File: src/rtl/fetch_unit.sv
// Front-end fetch stage: owns the fetch PC, issues in-order instruction-memory reads and
// buffers returned words for decode; a redirect discards buffered and in-flight wrong-path words.

module fetch_unit_chk #(
  parameter int BUF_DEPTH = 2
) (
  input logic                         clock,
  input logic                         reset,
  input logic                         buf_push_i,
  input logic                         buf_pop_i,
  input logic [$clog2(BUF_DEPTH):0]   buf_cnt_i,
  input logic                         pend_push_i,
  input logic                         pend_pop_i,
  input logic [$clog2(BUF_DEPTH):0]   inflight_i,
  input logic                         rsp_valid_i
);
  localparam int CW = $clog2(BUF_DEPTH) + 1;
  localparam logic [CW-1:0] DEPTH_C = CW'(BUF_DEPTH);

  a_buf_no_overflow: assert property (@(posedge clock) disable iff (!reset)
    (buf_push_i && !buf_pop_i) |-> (buf_cnt_i < DEPTH_C))
    else $error("fetch_unit: instruction buffer overflow");

  a_pend_no_overflow: assert property (@(posedge clock) disable iff (!reset)
    (pend_push_i && !pend_pop_i) |-> (inflight_i < DEPTH_C))
    else $error("fetch_unit: pending-address FIFO overflow");

  a_rsp_has_request: assert property (@(posedge clock) disable iff (!reset)
    rsp_valid_i |-> (inflight_i != CW'(0)))
    else $error("fetch_unit: response with no request in flight");
endmodule

module fetch_unit #(
  parameter logic [31:0] RESET_PC  = 32'h0000_0000,
  parameter int          BUF_DEPTH = 2
) (
  input  logic        clock,
  input  logic        reset,
  input  logic        ctrl_fetch,
  input  logic [31:0] new_pc,
  input  logic        halt,
  output logic        imem_req_valid,
  input  logic        imem_req_ready,
  output logic [31:0] imem_req_addr,
  input  logic        imem_rsp_valid,
  input  logic [31:0] imem_rsp_data,
  output logic        inst_valid,
  input  logic        inst_ready,
  output logic [31:0] inst_data,
  output logic [31:0] inst_pc
);
  localparam int PW = $clog2(BUF_DEPTH);
  localparam int CW = PW + 1;
  localparam logic [0:0]    ST_RUN   = 1'b0;
  localparam logic [0:0]    ST_FLUSH = 1'b1;
  localparam logic [CW:0]   DEPTH_W  = (CW+1)'(BUF_DEPTH);
  localparam logic [CW-1:0] CNT_ONE  = CW'(1);
  localparam logic [CW-1:0] CNT_ZERO = CW'(0);
  localparam logic [PW-1:0] PTR_ONE  = PW'(1);
  localparam logic [PW-1:0] PTR_ZERO = PW'(0);

  logic [0:0]    state_q, state_d;
  logic          alive_q;
  logic [31:0]   fetch_pc_q, fetch_pc_d;
  logic [CW-1:0] inflight_q, inflight_d;
  logic [CW-1:0] drop_q, drop_d;
  logic [CW-1:0] buf_cnt_q, buf_cnt_d;
  logic [PW-1:0] pend_rd_q, pend_rd_d, pend_wr_q, pend_wr_d;
  logic [PW-1:0] buf_rd_q, buf_rd_d, buf_wr_q, buf_wr_d;
  logic [31:0]   pend_addr_q [BUF_DEPTH];
  logic [31:0]   buf_data_q  [BUF_DEPTH];
  logic [31:0]   buf_pc_q    [BUF_DEPTH];

  logic          credit_s;
  logic          issue_s;
  logic          pop_s;
  logic          pend_push_s;
  logic          buf_push_s;
  logic [CW-1:0] rsp_left_s;

  // Handshake-facing outputs; alive_q holds off the first request until one edge after reset release.
  always_comb begin
    credit_s       = ({1'b0, inflight_q} + {1'b0, buf_cnt_q}) < DEPTH_W;
    imem_req_valid = alive_q & (state_q == ST_RUN) & ~halt & ~ctrl_fetch & credit_s;
    imem_req_addr  = fetch_pc_q;
    inst_valid     = (buf_cnt_q != CNT_ZERO) & ~halt & ~ctrl_fetch;
    inst_data      = buf_data_q[buf_rd_q];
    inst_pc        = buf_pc_q[buf_rd_q];
    issue_s        = imem_req_valid & imem_req_ready;
    pop_s          = inst_valid & inst_ready;
    rsp_left_s     = (imem_rsp_valid && (inflight_q != CNT_ZERO)) ? inflight_q - CNT_ONE : inflight_q;
  end

  // Next-state: redirect overrides everything, otherwise RUN moves words and FLUSH drains stale responses.
  always_comb begin
    state_d     = state_q;
    fetch_pc_d  = fetch_pc_q;
    inflight_d  = inflight_q;
    drop_d      = drop_q;
    buf_cnt_d   = buf_cnt_q;
    pend_rd_d   = pend_rd_q;
    pend_wr_d   = pend_wr_q;
    buf_rd_d    = buf_rd_q;
    buf_wr_d    = buf_wr_q;
    pend_push_s = 1'b0;
    buf_push_s  = 1'b0;
    if (ctrl_fetch) begin
      fetch_pc_d = {new_pc[31:2], 2'b00};
      buf_cnt_d  = CNT_ZERO;
      pend_rd_d  = PTR_ZERO;
      pend_wr_d  = PTR_ZERO;
      buf_rd_d   = PTR_ZERO;
      buf_wr_d   = PTR_ZERO;
      drop_d     = rsp_left_s;
      inflight_d = rsp_left_s;
      state_d    = (rsp_left_s != CNT_ZERO) ? ST_FLUSH : ST_RUN;
    end else begin
      case (state_q)
        ST_RUN: begin
          pend_push_s = issue_s;
          buf_push_s  = imem_rsp_valid;
          fetch_pc_d  = issue_s ? fetch_pc_q + 32'd4 : fetch_pc_q;
          pend_wr_d   = issue_s ? pend_wr_q + PTR_ONE : pend_wr_q;
          pend_rd_d   = imem_rsp_valid ? pend_rd_q + PTR_ONE : pend_rd_q;
          buf_wr_d    = imem_rsp_valid ? buf_wr_q + PTR_ONE : buf_wr_q;
          buf_rd_d    = pop_s ? buf_rd_q + PTR_ONE : buf_rd_q;
          inflight_d  = inflight_q + (issue_s ? CNT_ONE : CNT_ZERO)
                                   - (imem_rsp_valid ? CNT_ONE : CNT_ZERO);
          buf_cnt_d   = buf_cnt_q + (imem_rsp_valid ? CNT_ONE : CNT_ZERO)
                                  - (pop_s ? CNT_ONE : CNT_ZERO);
        end
        ST_FLUSH: begin
          drop_d     = (imem_rsp_valid && (drop_q != CNT_ZERO)) ? drop_q - CNT_ONE : drop_q;
          inflight_d = (imem_rsp_valid && (inflight_q != CNT_ZERO)) ? inflight_q - CNT_ONE : inflight_q;
          state_d    = ((drop_q == CNT_ZERO) || (imem_rsp_valid && (drop_q == CNT_ONE)))
                       ? ST_RUN : ST_FLUSH;
        end
        default: begin
          state_d = ST_RUN;
        end
      endcase
    end
  end

  // State and storage registers.
  always_ff @(posedge clock or negedge reset) begin
    if (!reset) begin
      state_q    <= ST_RUN;
      alive_q    <= 1'b0;
      fetch_pc_q <= RESET_PC;
      inflight_q <= CNT_ZERO;
      drop_q     <= CNT_ZERO;
      buf_cnt_q  <= CNT_ZERO;
      pend_rd_q  <= PTR_ZERO;
      pend_wr_q  <= PTR_ZERO;
      buf_rd_q   <= PTR_ZERO;
      buf_wr_q   <= PTR_ZERO;
      for (int i = 0; i < BUF_DEPTH; i++) begin
        pend_addr_q[i] <= 32'h0000_0000;
        buf_data_q[i]  <= 32'h0000_0000;
        buf_pc_q[i]    <= 32'h0000_0000;
      end
    end else begin
      state_q    <= state_d;
      alive_q    <= 1'b1;
      fetch_pc_q <= fetch_pc_d;
      inflight_q <= inflight_d;
      drop_q     <= drop_d;
      buf_cnt_q  <= buf_cnt_d;
      pend_rd_q  <= pend_rd_d;
      pend_wr_q  <= pend_wr_d;
      buf_rd_q   <= buf_rd_d;
      buf_wr_q   <= buf_wr_d;
      if (pend_push_s) begin
        pend_addr_q[pend_wr_q] <= fetch_pc_q;
      end
      if (buf_push_s) begin
        buf_data_q[buf_wr_q] <= imem_rsp_data;
        buf_pc_q[buf_wr_q]   <= pend_addr_q[pend_rd_q];
      end
    end
  end

  fetch_unit_chk #(.BUF_DEPTH(BUF_DEPTH)) u_chk (
    .clock       (clock),
    .reset       (reset),
    .buf_push_i  (buf_push_s),
    .buf_pop_i   (pop_s),
    .buf_cnt_i   (buf_cnt_q),
    .pend_push_i (pend_push_s),
    .pend_pop_i  (buf_push_s),
    .inflight_i  (inflight_q),
    .rsp_valid_i (imem_rsp_valid)
  );
endmodule

File: config.mk
export PLATFORM = sky130hd
export DESIGN_NAME = fetch_unit
export DESIGN_NICKNAME = d
export VERILOG_FILES = /design/src/rtl/fetch_unit.sv
export SDC_FILE = /design/constraint.sdc
export NUM_CORES = 1
export LEC_CHECK = 0
export ABC_CLOCK_PERIOD_IN_PS = 7900
export BUFFER_PORTS_ARGS = -buffer_cell sky130_fd_sc_hd__clkbuf_2
export CORE_MARGIN = 2
export CORE_UTILIZATION = 49
export DETAILED_ROUTE_END_ITERATION = 7
export PLACE_DENSITY_LB_ADDON = 0.1
export SYNTH_ARGS = -nofsm -noshare
export SYNTH_HDL_FRONTEND = slang
export SYNTH_SLANG_ARGS = --single-unit
File: constraint.sdc
create_clock -name clock -period 7.9 [get_ports clock]
set_input_delay 1.975 -clock clock [delete_from_list [all_inputs] [get_ports clock]]
set_output_delay 1.975 -clock clock [all_outputs]
set_load 0.005 [all_outputs]
==> results.md, run 1 <==
- Dominant synthesized flop cell: dfrtp_1
- Chip Width: 149 um
- Final setup violation count: 0
- CP Class: primary input to output pin
- Post-synth top area cell: dfrtp_1
- Skew final: 11.6 ps
- CTS tree: built
- Vias in the first global route: 6864
- Area of the multi-input gates: 0.00430 mm^2
- Fin crit share: 61.3%
- Routability cong.: 0.791
- GRT Util Overall: 20.4%
- Startpoint Class: primary input
- Max cap viols: 0
- Overall Power: 4120 uW
- Syn avg cell area: 12.1 um^2
- RSZ-0062 raised after global routing: false
- Clock Latency Late Sink: 520 ps
- Sequential element share of the synthesized area: 55.1%
- Arrival @ worst endpoint: 2870 ps
- DR vias/cell: 5.31
- Worst endpoint required time: 5930 ps
- Slowest stage delay, CP: 490 ps
- Core area: 0.0204 mm^2
- Worst-path cell chain: clkbuf_2 -> buf_4 -> nor3_1 -> clkbuf_2
- Layout cells sized above 1: 40.1%
- Syn. warnings: 0
- IO Pins: 169
- Max VDD drop: 0.168 mV
- H-tree lvl count: 1
- Layout area overhead: 17.0%
- Top post-synthesis cells by area: dfrtp_1 (55%), mux2_2 (21%), a21oi_1 (3.2%)
- Outcome: finished, final reports clean
- Routed WL per cell: 17.0 um
- Critical Path Slowest Stage Cell: buf_4
- Initial core utilization: 50.4%
- Fmax: 206 MHz
- Initial antenna violation count: 0
- Diodes inserted: 0
- Total iterations of the first detailed-routing run: 6
- Max Root-Sink Buffers: 3
- Layout Nets: 1073
- Post-Syn Area: 0.0103 mm^2
- DRC viols: 0
- Mapped Cells: 851
- Worst slew margin: 30.5%
- Largest net degree at the start of global routing: 91
- Antenna viol nets, final: 0
- Dpl hpwl: 14.2 mm
- Post-synth ARST share: 100%
- Buffers on Ports: 162
- Die area: 0.0221 mm^2
- Num CTS Buffers: 25
- Register area: 0.00566 mm^2
- Initial drt markers: 300
- Most used cell along the critical path: clkbuf_2
- Final slew viol count: 0
- Min-delay worst type: flip-flop to flip-flop
- Pwr dens: 343 mW/mm^2
- Final Critical Period: 4850 ps
- Post-synth EDFFs: 0
- Number of fill cells: 1725
- Worst Max-Slew Pin Slew: 1040 ps
- Worst-path clk slew: 60 ps
- # rows: 52
- Post-CTS Resized: 0
- First-pass GRT wire length: 36.5 mm
- Global route overflow: 0
- CTS Hold Bufs: 0
- Leakage: 0.00551 uW
- Setup tns final: 0 ps
- Yosys top cell area share: 55.1%
- CP Max Fanout: 65
- Routed wire length: 21.8 mm
- Clock root buffer: clkbuf_16
- Post-CTS Setup Inserts: 0
- Via count: 6796
- Crit end category: output pin
- Synth cell types: 47
- Die Y: 149 um
- Seq cells post-synth: 226
- Hold Fails Final Rpt: 0
- CTS sink cnt: 226
-- Yosys cell counts (all sizes together), types with 2 or more instances --
master / n
dfrtp: 226
mux2: 187
nor2: 79
a21oi: 65
nand2: 43
mux2i: 32
o21ai: 31
clkbuf: 30
buf: 29
xnor2: 18
inv: 12
nand4: 12
nand3: 11
xor2: 9
ha: 8
nor4: 8
and3: 6
nor3: 5
o211ai: 5
or4: 5
a22oi: 3
and2: 3
and4: 3
nand3b: 3
conb: 2
nor2b: 2
o311ai: 2
or3: 2
-- path summary, 6_finish.rpt --
path	start	end	slack, ps	cells after the start
setup / recovery	ctrl_fetch	inst_valid	3050	4
hold / removal	pend_addr_q[14]	pend_addr_q[14]	490	2
setup reg to reg	inflight_q[0]	pend_addr_q[36]	4820	9
hold reg to reg	pend_addr_q[14]	pend_addr_q[14]	490	2
max in group asynchronous	reset	buf_pc_q[21]	5090	2
min in group asynchronous	reset	buf_data_q[10]	1450	1
-- worst max-delay path, delay by kind of cell --
family / cells / cell delay [ps]
buf+inv: 3 / 730
simple gates: 1 / 160
-- state kept, by name (all words and copies together), names as in the netlist --
name,cells
drop_q,2
inflight_q,2
buf_cnt_q,2
buf_pc_q,60
imem_req_addr,30
state_q,1
buf_rd_q,1
buf_data_q,64
pend_rd_q,1
pend_wr_q,1
pend_addr_q,60
buf_wr_q,1
alive_q,1
-- area by class of cell --
cell class,count,share of cell area (%)
Clock inverter,6,0.313
Inverter,12,0.375
Tap cell,270,2.82
Timing Repair Buffer,171,7.40
Clock buffer,39,6.15
Multi-Input combinational cell,557,35.8
Sequential cell,226,47.1
-- logic make-up after synthesis --
group	share of synthesized area, %
AOI/OAI and AO/OA	5.85
xor gates and xnor gates	2.30
adders and majority gates	1.17
buffers and inverters	3.28
DFF	55.1
muxes	23.6
other	0.0732
and+or+nand+nor	8.55
-- routing by layer --
metal	global-route usage, %	share of wire (%)	vias to the layer above
met5	0	0	-
met3	3.47	5.9	22
met1	30.7	49	3313
met4	4.24	1.1	0
met2	31.5	44	186
li1	-	-	3275
-- layout by cell type (no fill, tap or decap), types with 3 or more instances in the layout --
cell         n
inv_1       11
nand2_1     42
o21ai_1      4
a22oi_1      3
o21ai_0     27
and3_1       5
mux2_2     187
a21oi_1     65
nand3_1     11
o211ai_1     5
xor2_1       9
buf_4        9
nor4_1       7
clkbuf_1     8
ha_1         8
nor2_1      77
nand3b_1     3
clkbuf_8     6
clkinv_2     4
nand4_1     12
clkbuf_16   25
and4_1       3
or4_1        5
mux2i_1     32
dfrtp_1    225
nor3_1       5
conb_1       5
xnor2_1     18
clkbuf_2   161
-- power by group --
part	internal, uW	switching, uW	leakage (uW)
Sequential	1600	255	0.00282
Clock	640	453	0.000385
Combinational	654	517	0.00231
-- through the flow --
stage	setup WS (ps)	instances	cell area, um^2	hold slack [ps]	utilization (%)
finish	3050	1281	12000	486	58.9
global route	2950	1281	12000	514	58.9
CTS	3050	1281	12000	494	58.9
detailed placement	3050	1236	11200	484	55.1
global placement	3060	1236	11200	467	55.1
floorplan	3430	854	10300	450	-
(Power assumes the default switching activity.)
==> run 2, diff against run 1 <==
--- a/config.mk
+++ b/config.mk
@@ -5,7 +5,7 @@
 export SDC_FILE = /design/constraint.sdc
 export NUM_CORES = 1
 export LEC_CHECK = 0
-export ABC_CLOCK_PERIOD_IN_PS = 7900
+export ABC_CLOCK_PERIOD_IN_PS = 5100
 export BUFFER_PORTS_ARGS = -buffer_cell sky130_fd_sc_hd__clkbuf_2
 export CORE_MARGIN = 2
 export CORE_UTILIZATION = 49
==> constraint.sdc (replaced) <==
create_clock -name clock -period 5.1 [get_ports clock]
set_input_delay 1.275 -clock clock [delete_from_list [all_inputs] [get_ports clock]]
set_output_delay 1.275 -clock clock [all_outputs]
set_load 0.005 [all_outputs]
==> run 2 against run 1 <==
Critical path depth down 1. Sequential power up 55%. Cell count fell by 0.16%. Design area is 0.13% higher. Clock skew down 2.0 ps. Critical endpoint is now inst_pc[2].
==> results.md, run 2 (synthesis gave the netlist of run 1 again) <==
- Crit-path leading delay family: flip-flops
- Biggest register: buf_data_q
- Routed WL per cell: 17.0 um
- CP Class: flip-flop to output pin
- Max cap viols: 0
- Buffers on Ports: 162
- Diodes inserted: 0
- Fmax: 262 MHz
- IO Pins: 169
- Post-CTS Setup Inserts: 0
- Setup ws final: 1280 ps
- Dpl hpwl: 14.3 mm
- Critical Path Slowest Stage Cell: dfrtp_2
- Initial drt markers: 256
- GRT Util Overall: 20.0%
- DR vias/cell: 5.37
- Layout Nets: 1075
- Vias in the first global route: 6832
- Num CTS Buffers: 24
- Die area: 0.0221 mm^2
- Worst-path clk slew: 60 ps
- Max reg flops: 64
- Commonest non-fill, non-tap cell in the layout: dfrtp_1
- Core area: 0.0204 mm^2
- Total iterations of the first detailed-routing run: 4
- Worst slew margin: 29.8%
- Pwr dens: 528 mW/mm^2
- Skew final: 9.60 ps
- Post-CTS Resized: 0
- Worst Max-Slew Pin Slew: 1050 ps
- DRC viols: 0
- First-pass GRT wire length: 35.7 mm
- Setup tns final: 0 ps
- Overall Power: 6340 uW
- Outcome: finished, final reports clean
- Min-delay worst type: flip-flop to flip-flop
- Slowest stage delay, CP: 1050 ps
- Global route overflow: 0
- Startpoint Class: flip-flop
- Final setup violation count: 0
- Worst endpoint required time: 3830 ps
- Max Root-Sink Buffers: 3
- Hold Fails Final Rpt: 0
- Routability cong.: 0.762
- Die Y: 149 um
- Final slew viol count: 0
- Initial antenna violation count: 0
- Commonest non-fill, non-tap cells in the layout: dfrtp_1 (225), mux2_2 (187), clkbuf_2 (161)
- Antenna viol nets, final: 0
- Cell area after layout: 0.0120 mm^2
- CP Max Fanout: 43
- # rows: 52
- CTS tree: built
- Initial core utilization: 50.4%
- Clock root buffer: clkbuf_16
- Routed wire length: 21.8 mm
- Layout area overhead: 17.1%
- Layout cells sized above 1: 39.9%
- CP bufs+invs: 2
- Crit end category: output pin
- Max VDD drop: 0.226 mV
- H-tree lvl count: 1
- RSZ-0062 raised after global routing: false
- Clock Latency Late Sink: 500 ps
- Leakage: 0.00551 uW
- Final Critical Period: 3820 ps
- Placement Setup Slack: 1540 ps
- Via count: 6863
- Arrival @ worst endpoint: 2550 ps
- Placed Area: 0.0113 mm^2
- Worst-path cell chain: buf_4 -> mux2_2 -> clkbuf_2
- Largest regs: buf_data_q: 64 flops, buf_pc_q: 60 flops, pend_addr_q: 60 flops
- Largest net degree at the start of global routing: 127
- CTS Hold Bufs: 0
- CTS sink cnt: 226
- Chip Width: 149 um
- Fin crit share: 74.9%
[run 2: power by group]
group / switching (uW) / internal [uW] / total, uW
clock: 673 / 978 / 1650
sequential: 400 / 2470 / 2870
combinational: 797 / 1020 / 1820
[run 2: area by class of cell]
class / instances / area (um^2)
Sequential cell: 226 / 5660
Fill cell: 1748 / 8350
Tap cell: 270 / 338
Multi-Input combinational cell: 557 / 4290
Timing Repair Buffer: 174 / 936
Clock buffer: 38 / 734
Inverter: 12 / 45.0
Clock inverter: 2 / 12.5
[run 2: metrics by stage]
step / std cells / hold WS (ps) / util (%)
global route: 1279 / 512 / 59.0
CTS: 1279 / 489 / 59.0
finish: 1279 / 486 / 59.0
detailed placement: 1239 / 475 / 55.3
global placement: 1239 / 469 / 55.3
floorplan: 854 / 450 / -
[run 2: metal layers]
metal	vias up	wire, um	GRT usage (%)
met5	-	0	0
met2	178	9760	31.4
met3	22	1190	3.16
met1	3379	10600	29.6
li1	3284	-	-
met4	0	262	4.00
[run 2: worst paths after layout]
| check | start | endpoint | slack (ps) | cells past startpoint |
|---|---|---|---|---|
| max | buf_rd_q | inst_pc[2] | 1280 | 3 |
| min | pend_addr_q[23] | pend_addr_q[23] | 490 | 2 |
| max reg2reg | inflight_q[0] | pend_addr_q[58] | 2000 | 9 |
| min reg2reg | pend_addr_q[23] | pend_addr_q[23] | 490 | 2 |
| max in group asynchronous | reset | pend_addr_q[4] | 3270 | 2 |
| min in group asynchronous | reset | buf_data_q[37] | 830 | 1 |
[run 2: tightest hold or removal path, delay by kind of cell, from the launching register on]
family | cells | cell delay [ps]
AOI/OAI and AO/OA | 1 | 60
and+or+nand+nor | 1 | 50
DFF | 1 | 340
